--- config.mk ---
export PLATFORM = sky130hd
export DESIGN_NAME = vend_controller
export DESIGN_NICKNAME = d
export VERILOG_FILES = /design/src/rtl/vend_controller.sv
export SDC_FILE = /design/constraint.sdc
export NUM_CORES = 1
export LEC_CHECK = 0
export ABC_AREA = 1
export BUFFER_PORTS_ARGS = -buffer_cell sky130_fd_sc_hd__buf_4
export CORE_UTILIZATION = 55
export DETAILED_ROUTE_END_ITERATION = 8
export PLACE_DENSITY = 0.75
export SYNTH_ARGS = -nofsm -noshare
export SYNTH_HDL_FRONTEND = slang
export SYNTH_SLANG_ARGS = --single-unit
--- constraint.sdc ---
create_clock -name clk -period 2.2 [get_ports clk]
set_input_delay 0.44 -clock clk [delete_from_list [all_inputs] [get_ports clk]]
set_output_delay 0.44 -clock clk [all_outputs]
set_load 0.02 [all_outputs]
--- src/rtl/vend_controller.sv ---
// Vending sequencer: select, dispense, greedy change return, counter clear.
// Optional cancel/refund path enabled by defining VEND_CANCEL_EN.
module vend_controller #(
  parameter int CREDIT_W        = 10,
  parameter int PRICE_A         = 65,
  parameter int PRICE_B         = 85,
  parameter int DISPENSE_CYCLES = 4
) (
  input  logic                clk,
  input  logic                reset,
  input  logic [CREDIT_W-1:0] inCredit,
  input  logic                inSelA,
  input  logic                inSelB,
`ifdef VEND_CANCEL_EN
  input  logic                inCancel,
`endif
  output logic                outDispenseA,
  output logic                outDispenseB,
  output logic                outRetQuarter,
  output logic                outRetDime,
  output logic                outRetNickel,
  output logic                outResetCount,
  output logic                outInsufficient,
  output logic                outCoinEnable
);

  if (PRICE_A > 2**CREDIT_W - 1 || PRICE_B > 2**CREDIT_W - 1)
  begin : g_price_chk
    $error("vend_controller: price exceeds credit range");
  end

  if (DISPENSE_CYCLES < 1 || DISPENSE_CYCLES > 15)
  begin : g_disp_chk
    $error("vend_controller: DISPENSE_CYCLES out of 1..15");
  end

  typedef enum logic [1:0] {
    IDLE,
    DISPENSE,
    CHANGE,
    CLEAR
  } state_t;

  localparam logic [CREDIT_W-1:0] PA  = CREDIT_W'(PRICE_A);
  localparam logic [CREDIT_W-1:0] PB  = CREDIT_W'(PRICE_B);
  localparam logic [CREDIT_W-1:0] C25 = CREDIT_W'(25);
  localparam logic [CREDIT_W-1:0] C10 = CREDIT_W'(10);
  localparam logic [CREDIT_W-1:0] C5  = CREDIT_W'(5);
  localparam logic [3:0] CNT0 = 4'(DISPENSE_CYCLES - 1);

  state_t              state, state_n;
  logic [CREDIT_W-1:0] rem, rem_n;
  logic [CREDIT_W-1:0] price;
  logic [3:0]          cnt, cnt_n;
  logic                sel_b, sel_b_n;
  logic                quarter_n, dime_n, nickel_n;
  logic                insuff_n;

  assign price = inSelA ? PA : PB;

  always_comb begin
    state_n   = state;
    rem_n     = rem;
    cnt_n     = cnt;
    sel_b_n   = sel_b;
    quarter_n = 1'b0;
    dime_n    = 1'b0;
    nickel_n  = 1'b0;
    insuff_n  = 1'b0;
    unique case (state)
      IDLE: begin
        if (inSelA || inSelB) begin
          if (inCredit >= price) begin
            state_n = DISPENSE;
            rem_n   = inCredit - price;
            cnt_n   = CNT0;
            sel_b_n = !inSelA;
          end else begin
            insuff_n = 1'b1;
          end
        end
`ifdef VEND_CANCEL_EN
        else if (inCancel && inCredit != '0) begin
          state_n = CHANGE;
          rem_n   = inCredit;
        end
`endif
      end
      DISPENSE: begin
        if (cnt == '0) state_n = CHANGE;
        else           cnt_n   = cnt - 4'd1;
      end
      CHANGE: begin
        // Greedy; a residue below 5 cents is dropped.
        if (rem >= C25) begin
          quarter_n = 1'b1;
          rem_n     = rem - C25;
        end else if (rem >= C10) begin
          dime_n = 1'b1;
          rem_n  = rem - C10;
        end else if (rem >= C5) begin
          nickel_n = 1'b1;
          rem_n    = rem - C5;
        end else begin
          state_n = CLEAR;
        end
      end
      CLEAR: state_n = IDLE;
      default: state_n = IDLE;
    endcase
  end

  always_ff @(posedge clk or posedge reset) begin
    if (reset) begin
      state           <= IDLE;
      rem             <= '0;
      cnt             <= '0;
      sel_b           <= 1'b0;
      outDispenseA    <= 1'b0;
      outDispenseB    <= 1'b0;
      outRetQuarter   <= 1'b0;
      outRetDime      <= 1'b0;
      outRetNickel    <= 1'b0;
      outResetCount   <= 1'b0;
      outInsufficient <= 1'b0;
      outCoinEnable   <= 1'b1;
    end else begin
      state           <= state_n;
      rem             <= rem_n;
      cnt             <= cnt_n;
      sel_b           <= sel_b_n;
      outDispenseA    <= (state_n == DISPENSE) && !sel_b_n;
      outDispenseB    <= (state_n == DISPENSE) && sel_b_n;
      outRetQuarter   <= quarter_n;
      outRetDime      <= dime_n;
      outRetNickel    <= nickel_n;
      outResetCount   <= (state_n == CLEAR);
      outInsufficient <= insuff_n;
      outCoinEnable   <= (state_n == IDLE);
    end
  end

endmodule

* Yosys cells after proc, flatten, opt, wreduce, memory -nomap -nowiden
Cells that the tools add are included.
** Storage, ports and cells
- Register bits after elaboration :: 25
- Bits of input ports :: 14
- Logic and storage cells :: 75
- Output and inout port bits :: 8
** Cells by class
- $add $sub $neg :: 5
- Reductions and logical operators :: 12
- Equal/unequal tests :: 9
- Muxes and demuxes :: 33
- Magnitude comparators :: 4
** Operators with widths (number)
- $mux W10 :: 5
- $pmux W10 S2 :: 1
- $mux W1 :: 15
- $mux W2 :: 6
- $mux W4 :: 3
- $ge A10 B3 Y1 const B :: 1
- $ge A10 B4 Y1 const B :: 1
- $ge A10 B5 Y1 const B :: 1
- $ge A10 B7 Y1 :: 1
- $sub A10 B3 Y10 const B :: 1
- $sub A10 B4 Y10 const B :: 1
- $sub A10 B5 Y10 const B :: 1
- $sub A10 B7 Y10 :: 1
- $pmux W2 S4 :: 1
- $pmux W4 S2 :: 1
- $reduce_and A4 Y1 :: 2
- $eq A2 B2 Y1 const B :: 3
- $ne A2 B2 Y1 const B :: 3
- $mux W5 :: 1
- $eq A2 B1 Y1 const B :: 2
- $logic_not A2 Y1 :: 2
- $logic_not A4 Y1 :: 1
- $ne A4 B4 Y1 const B :: 1
- $reduce_bool A2 Y1 :: 2
- other kinds (4) :: 6

* Longest topological paths before layout
Gate-level depths: netlist of run 1.
- Depth in word-level cells :: 7
- Mapped depth :: 15
- Mapped depth without buffers :: 15

* Worst setup path before layout of run 1
Ideal clock, no wire load.
- Kind :: input-to-reg
- From :: input port inCredit[2]
- To :: register rem[4]
- Data arrival time :: 1.611 ns
- Required time :: 2.079 ns
- Buffers on the path :: 1
- Library setup time :: 0.121 ns
- Setup slack :: 0.468 ns
- Cell stages on the path :: 12
- Path through :: ha_1 > nand2_1 > nand2_2 > nand2_1 > nand2_2 > nand2_2 > nand3_1 > nand2_4 > nor2_4 > buf_6 > nor2_1 > a21oi_2
** On the way
- Cells in the longest elaborated chain, start to end :: 4
- Elaborated cells on any way between the ends :: 7
- Classes of those cells :: 1 x add/sub; 1 x order compare; 1 x eq/ne; 3 x mux; 1 x reduce/logical
** Ends and longest elaborated chain
- start, declared :: line 11 : input logic [CREDIT_W-1:0] inCredit,
- $sub A10 B7 Y10 :: line 75 : rem_n = inCredit - price;
- $mux W10 :: line 73 : if (inCredit >= price) begin
- $mux W10 :: line 72 : if (inSelA || inSelB) begin
- $pmux W10 S2 :: line 70 : unique case (state)
- end signal, assigned :: line 129 : rem <= rem_n;
- end, declared :: line 52 : logic [CREDIT_W-1:0] rem, rem_n;
Several ways; a longest one is shown, not always the timed one. The select of a mux whose other input is x is not followed.
A chain may end at the register's enable or synchronous reset.

* Worst setup path after layout of run 1
- From :: register rem[1]
- To :: register rem[9]
** On the way
- Cells in the longest elaborated chain, start to end :: 5
- Elaborated cells on any way between the ends :: 12
- Classes of those cells :: 3 x add/sub; 3 x order compare; 1 x eq/ne; 4 x mux; 1 x reduce/logical
** Ends and longest elaborated chain
- $sub A10 B3 Y10 :: line 103 : rem_n = rem - C5;
- $mux W10 :: line 101 : end else if (rem >= C5) begin
- $mux W10 :: line 98 : end else if (rem >= C10) begin
- $mux W10 :: line 95 : if (rem >= C25) begin
- $pmux W10 S2 :: line 70
Several ways; a longest one is shown, not always the timed one. The select of a mux whose other input is x is not followed.

==> results.md, run 1 <==
* Status: finished, final reports clean
* Post-synth EDFFs at 0
* Worst slew pin tran at 0.4362 ns
* Post-CTS Hold Fix Bufs at 0
* DR WL/cell at 11.91 microns
* Vias/cell at 5.067
* Synth area leader: dfrtp_1
* Critical path launch point type: flip-flop
* FP Rows at 22
* First-pass GRT wire length at 8466 microns
* P&R area growth vs syn at 12.53%
* Share of synthesized registers carrying an async set or reset at 1.000
* Largest net degree at the start of global routing at 26
* Clock slew seen by the registers of the worst setup and hold paths at 0.09 ns
* Clk_skew at 0.001033 ns
* Hold Fails Final Rpt at 0
* Hold slack at ~0.21 ns
* Pint at 1.400 mW
* Seq cells post-synth at 25
* Post-DP HPWL at 3843 microns
* Core Area at 3716 sq um
* CP arrival at 2.17 ns
* DRT Wirelength at 4810 microns
* Peak VDD IR at 783.5 uV
* Grt met3 use at 0.02993
* Worst endpoint required time at around 2.4 ns
* Endpoints failing setup at 0
* Clk_lat worst skew at 0.27 ns
* TNS Setup at 0 ns
* Synth warnings at 0
* GRT met1 Usage at 0.3454
* Mapped Avg Cell Area at approximately 6.6 sq um
* Root Buffer: clkbuf_8
* Switching Share at 0.5133
* Final Wtd Congestion at 0.9305
* Sequential group share of total power at 0.284
* CTS max path bufs at 2
* Die Ht at about 65 microns
* Post-Syn Area at 2177 sq um
* F_max at 501.3 MHz
* Static Leak at 1.307 nW
* Layout Nets at 383
* Post-synthesis cell type count at 35
* Met2 Usage GRT at 0.4349
* Ys flop type: dfrtp_1
* Antenna violations before repair at 0
* Power share of the clock group at 0.100
* Final slew viol count at 0
* Layout cells sized above 1 at 0.1910
* CP endpoint kind: flip-flop
* All-Layer GR Usage at 0.2583
* Busiest grt layer: met2
* CP max FO at 8
* Min Tclk post-route at 1.995 ns
* DRT iter0 DRCs at 120
* Top Ports at 22
* Num CTS Buffers at 3
* CTS tree: built
* Area share of the largest cell type after synthesis at 0.2759
* Period utilization at 0.9067
* Chip width at 64.92 microns
* Via Count at 2047
* Crit Path Category: reg2reg
* Crit path from: rem[1]
* H-tree depth at 1
* Slew headroom at 0.7092
* IO Port Bufs at 21
* Synth top cells by count: 96 x nand2_1, 45 x nor2_1, 38 x inv_1
* DRT antenna net count at 0
* NetSw at 1.477 mW
* Max Cap Viol at 0
* Sequential area share after synthesis at 0.2879
* Power per cell area at 1174 nW/um^2
* Total gr overflow at 0
* Worst reg2reg startpoint: rem[1]
* RSZ-0062 raised after global routing: no
* Synthesized Nets at 356
* Full die area at 4214 sq um
* Most frequent cell after synthesis: nand2_1
* TritonRoute pass-1 iters at 4
* Combinational group share of total power at 0.616
* Remaining routing DRC violations at 0
* Min-Delay Path Class: in2async
* Vias in the first global route at just under 2k
* Gate Count Post-Synth at between 300 and 400
* Total clock sinks at 25
* Antenna diodes at 0
* Synth area leaders: dfrtp_1 28%, nand2_1 17%, nor2_1 7.8%, nand3_1 7.4%, ha_1 6.9%
* Starting density of the core at 0.5859
-- worst max-delay path, stage by stage, from the launching register on --
cell and delay [ns]:
dfrtp_1 0.43, inv_1 0.22, ha_1 0.23, inv_1 0.05
nand2_1 0.11, nand3_1 0.10, nor2_2 0.16, nand3_2 0.16
nand2_4 0.11, inv_2 0.05, nand2_4 0.11, nor2_1 0.07
nand2_1 0.06, nand2_1 0.04
-- path summary, 6_finish.rpt --
path / endpoint / slack [ns] / cells after the start
max: rem[9] / 0.21 / 13
min: cnt[0] / 0.21 / 3
max reg2reg: rem[9] / 0.21 / 13
min reg2reg: rem[7] / 0.51 / 2
max in group asynchronous: outCoinEnable / 1.70 / 3
min in group clk: sel_b / 0.40 / 2
-- sequential cells by signal, summed over array words and instances (netlist names) --
signal	count
cnt	4
outCoinEnable	1
outDispenseA	1
outDispenseB	1
outInsufficient	1
outResetCount	1
outRetDime	1
outRetNickel	1
outRetQuarter	1
rem	10
sel_b	1
state	2
-- layout by cell type (no fill, tap or decap) --
master,synthesis,final
dfrtp_1,24,24
nand2_1,96,96
o21ai_0,12,12
nand2_4,4,4
clkinv_1,2,2
nand4_2,1,1
and2_1,1,1
or2_0,1,1
nor2_1,45,45
a21boi_1,0,1
nor2_2,4,4
clkinvlp_4,0,1
o21ai_1,2,2
dfstp_2,1,1
nor2_8,1,1
o211ai_1,1,1
inv_1,38,38
nand3b_1,1,1
nand3_1,32,32
a211oi_1,1,1
buf_4,1,25
o21ai_2,2,2
xnor2_1,1,1
a21oi_2,4,4
inv_2,7,7
nand2_2,8,8
or2_2,1,1
nand4_1,3,3
xor2_1,5,5
nor3_1,4,4
clkbuf_8,0,3
a21oi_1,6,6
nand3_2,2,2
nor2_4,4,4
ha_1,12,12
-- routing by layer --
layer | wire [microns] | vias to the layer above
met5 | 0 | -
met4 | 53 | 0
met3 | 238 | 4
met2 | 2185 | 50
met1 | 2333 | 908
li1 | - | 1085
-- logic make-up (layout without fill, tap and decap cells) --
logic type,count (synthesis),in the layout,synth area share
and+or+nand+nor,208,208,0.4466
buffers and inverters,50,76,0.09196
adders and majority gates,12,12,0.06896
xor gates and xnor gates,6,6,0.02414
AOI/OAI and AO/OA,29,29,0.08047
DFF,25,25,0.2879
-- power by group through the flow --
stage          clock network, mW  registers (mW)  logic (mW)
4_1_cts                    0.295           0.813        1.77
3_3_place_gp                   0           0.817        1.74
6_report                   0.287           0.817        1.77
3_5_place_dp                   0           0.823        1.76
5_1_grt                    0.307           0.840        2.05
2_1_floorplan                  0           0.811        1.38
-- area by class of cell --
type / count / area [sq um]
Clock buffer: 3 / 41.29
Clock inverter: 1 / 7.507
Multi-Input combinational cell: 255 / 1350
Tap cell: 48 / 60.06
Inverter: 47 / 176.4
Sequential cell: 25 / 626.9
Timing Repair Buffer: 25 / 187.7
Fill cell: 326 / 1266
-- timing repair --
action / CTS / global route
setup endpoints to repair: 0 / 1
resized for setup: 0 / 1
buffers inserted: 0 / 0
-- per-stage QoR --
stage | std cells | setup WS (ns) | cell area [sq um] | utilization | power [mW]
5_1_grt | 404 | 0.01434 | 2450 | 0.6593 | 3.193
3_5_place_dp | 400 | 0.1750 | 2401 | 0.6461 | 2.581
4_1_cts | 404 | 0.2274 | 2450 | 0.6593 | 2.873
3_3_place_gp | 400 | 0.2134 | 2401 | 0.6461 | 2.558
6_report | 404 | 0.2052 | 2450 | 0.6593 | 2.877
2_1_floorplan | 330 | 0.4677 | 2177 | - | 2.195
(Power assumes the default switching activity.)
==> run 2, diff against run 1 <==
Settings changed: PLACE_DENSITY 0.75 to not set, PLACE_DENSITY_LB_ADDON set to 0.15.
==> run 2 against run 1 <==
  * Register-to-register slack gained 0.03 ns
  * Die area did not move
  * Cell count unchanged
  * Combinational power hardly changed
  * First-iteration DRC count shrank 8.3%
  * Critical path type unchanged
==> results.md, run 2 (synthesis gave the netlist of run 1 again) <==
* Status: finished, final reports clean
* Hold Fails Final Rpt at 0
* Pre-CTS setup slack at roughly 0.16 ns
* Min Tclk post-route at 1.968 ns
* Commonest cells after routing, fill and taps aside: 96 x nand2_1, 45 x nor2_1, 37 x inv_1
* DR WL/cell at 12.09 microns
* Antenna violations before repair at 0
* Total clock sinks at 25
* TritonRoute pass-1 iters at 4
* CTS max path bufs at 2
* DRT Wirelength at 4884 microns
* Worst endpoint required time at between 2 and 2.5 ns
* Total power at 2.897 mW
* Filler cells at between 300 and 400
* Vias in the first global route at 1902
* Full die area at 4214 sq um
* Most common cell after layout, fill and taps aside: nand2_1
* First-pass GRT wire length at ~8400 microns
* Clk_skew at 0.01168 ns
* Total gr overflow at 0
* Antenna diodes at 0
* H-tree depth at 1
* DRT iter0 DRCs at 110
* Root Buffer: clkbuf_8
* Endpoints failing setup at 0
* Largest net degree at the start of global routing at 26
* Max Cap Viol at 0
* Final worst slack at between 0.2 and 0.25 ns
* Layout cells sized above 1 at 0.1938
* Post-CTS Hold Fix Bufs at 0
* FP Rows at 22
* Core Area at between 3000 and 4000 sq um
* Static Leak at roughly 1.3 nW
* Slew headroom at 0.7044
* Max reg flops at 10
* Layout Cells excl Fill at 404
* Starting density of the core at 0.5859
* IO Port Bufs at 21
* Top flop regs: rem (10), cnt (4), state (2)
* CP arrival at 2.13 ns
* Remaining routing DRC violations at 0
* P&R area growth vs syn at 12.53%
* F_max at approximately 510 MHz
* Final Wtd Congestion at about 0.95
* Top Ports at 22
* Post-DP HPWL at about 3900 microns
* Largest Register: rem
* Period utilization at 0.8943
* Crit Path Category: reg2reg
* Clock slew seen by the registers of the worst setup and hold paths at 0.10 ns
* Min-Delay Path Class: in2async
* Placed cell count at 400
* Vias/cell at 5.114
* Critical path launch point type: flip-flop
* Via Count at 2066
* Die Ht at 64.92 microns
* Layout Nets at between 300 and 400
* Worst slew pin tran at approximately 0.44 ns
* CP max FO at 8
* Final instance area at about 2400 sq um
* DRT antenna net count at 0
* RSZ-0062 raised after global routing: no
* All-Layer GR Usage at 0.2574
* Placed inst area at 2401 sq um
* CP endpoint kind: flip-flop
* Chip width at roughly 65 microns
* Final slew viol count at 0
* TNS Setup at 0 ns
* Power per cell area at 1182 nW/um^2
* CTS tree: built
* Peak VDD IR at 539.1 uV
* Clk_lat worst skew at 0.27 ns
* Num CTS Buffers at 3
run 2: final timing paths:
check | startpoint | end | slack, ns | cells past startpoint
setup / recovery | rem[0] | rem[9] | 0.23 | 13
hold / removal | reset | cnt[0] | 0.21 | 3
setup reg to reg | rem[0] | rem[9] | 0.23 | 13
hold reg to reg | sel_b | sel_b | 0.51 | 2
max in group asynchronous | reset | outCoinEnable | 1.70 | 3
min in group clk | inSelA | sel_b | 0.39 | 2
run 2: worst max-delay path, cell delays in order, from the launching register on:
cell     delay, ns
dfrtp_1       0.46
inv_1         0.15
ha_1          0.20
inv_1         0.05
nand2_1       0.12
nand3_1       0.10
nor2_2        0.20
nand3_2       0.14
nand2_4       0.10
inv_2         0.05
nand2_4       0.11
nor2_1        0.07
nand2_1       0.06
nand2_1       0.05
run 2: metrics by stage:
| step | util | hold WS, ns |
|---|---|---|
| finish | 0.6593 | 0.2083 |
| global route | 0.6593 | 0.2376 |
| CTS | 0.6593 | 0.2195 |
| detailed placement | 0.6461 | 0.4870 |
| global placement | 0.6461 | 0.4972 |
| floorplan | - | 0.4512 |
run 2: per-layer routing:
metal / track usage / routed length [microns]
met3: 0.02817 / 198
met5: 0 / 0
met2: 0.4167 / 2194
met1: 0.3729 / 2464
met4: 0.03889 / 27
run 2: what timing repair did:
action	in CTS	in global routing
endpoints found under the setup margin	0	1
setup buffers	0	0
resized for setup	0	1
run 2: report_power, final:
part / internal [mW] / switching [mW]
registers: 0.641 / 0.190
logic: 0.637 / 1.15
clock network: 0.128 / 0.153
run 2: final cells by class:
cell class	instances	area [sq um]	area share
Clock inverter	1	7.507	0.003064
Clock buffer	3	41.29	0.01685
Sequential cell	25	626.9	0.2559
Multi-Input combinational cell	255	1350	0.5511
Inverter	47	176.4	0.07201
Timing Repair Buffer	25	187.7	0.07661
Tap cell	48	60.06	0.02451
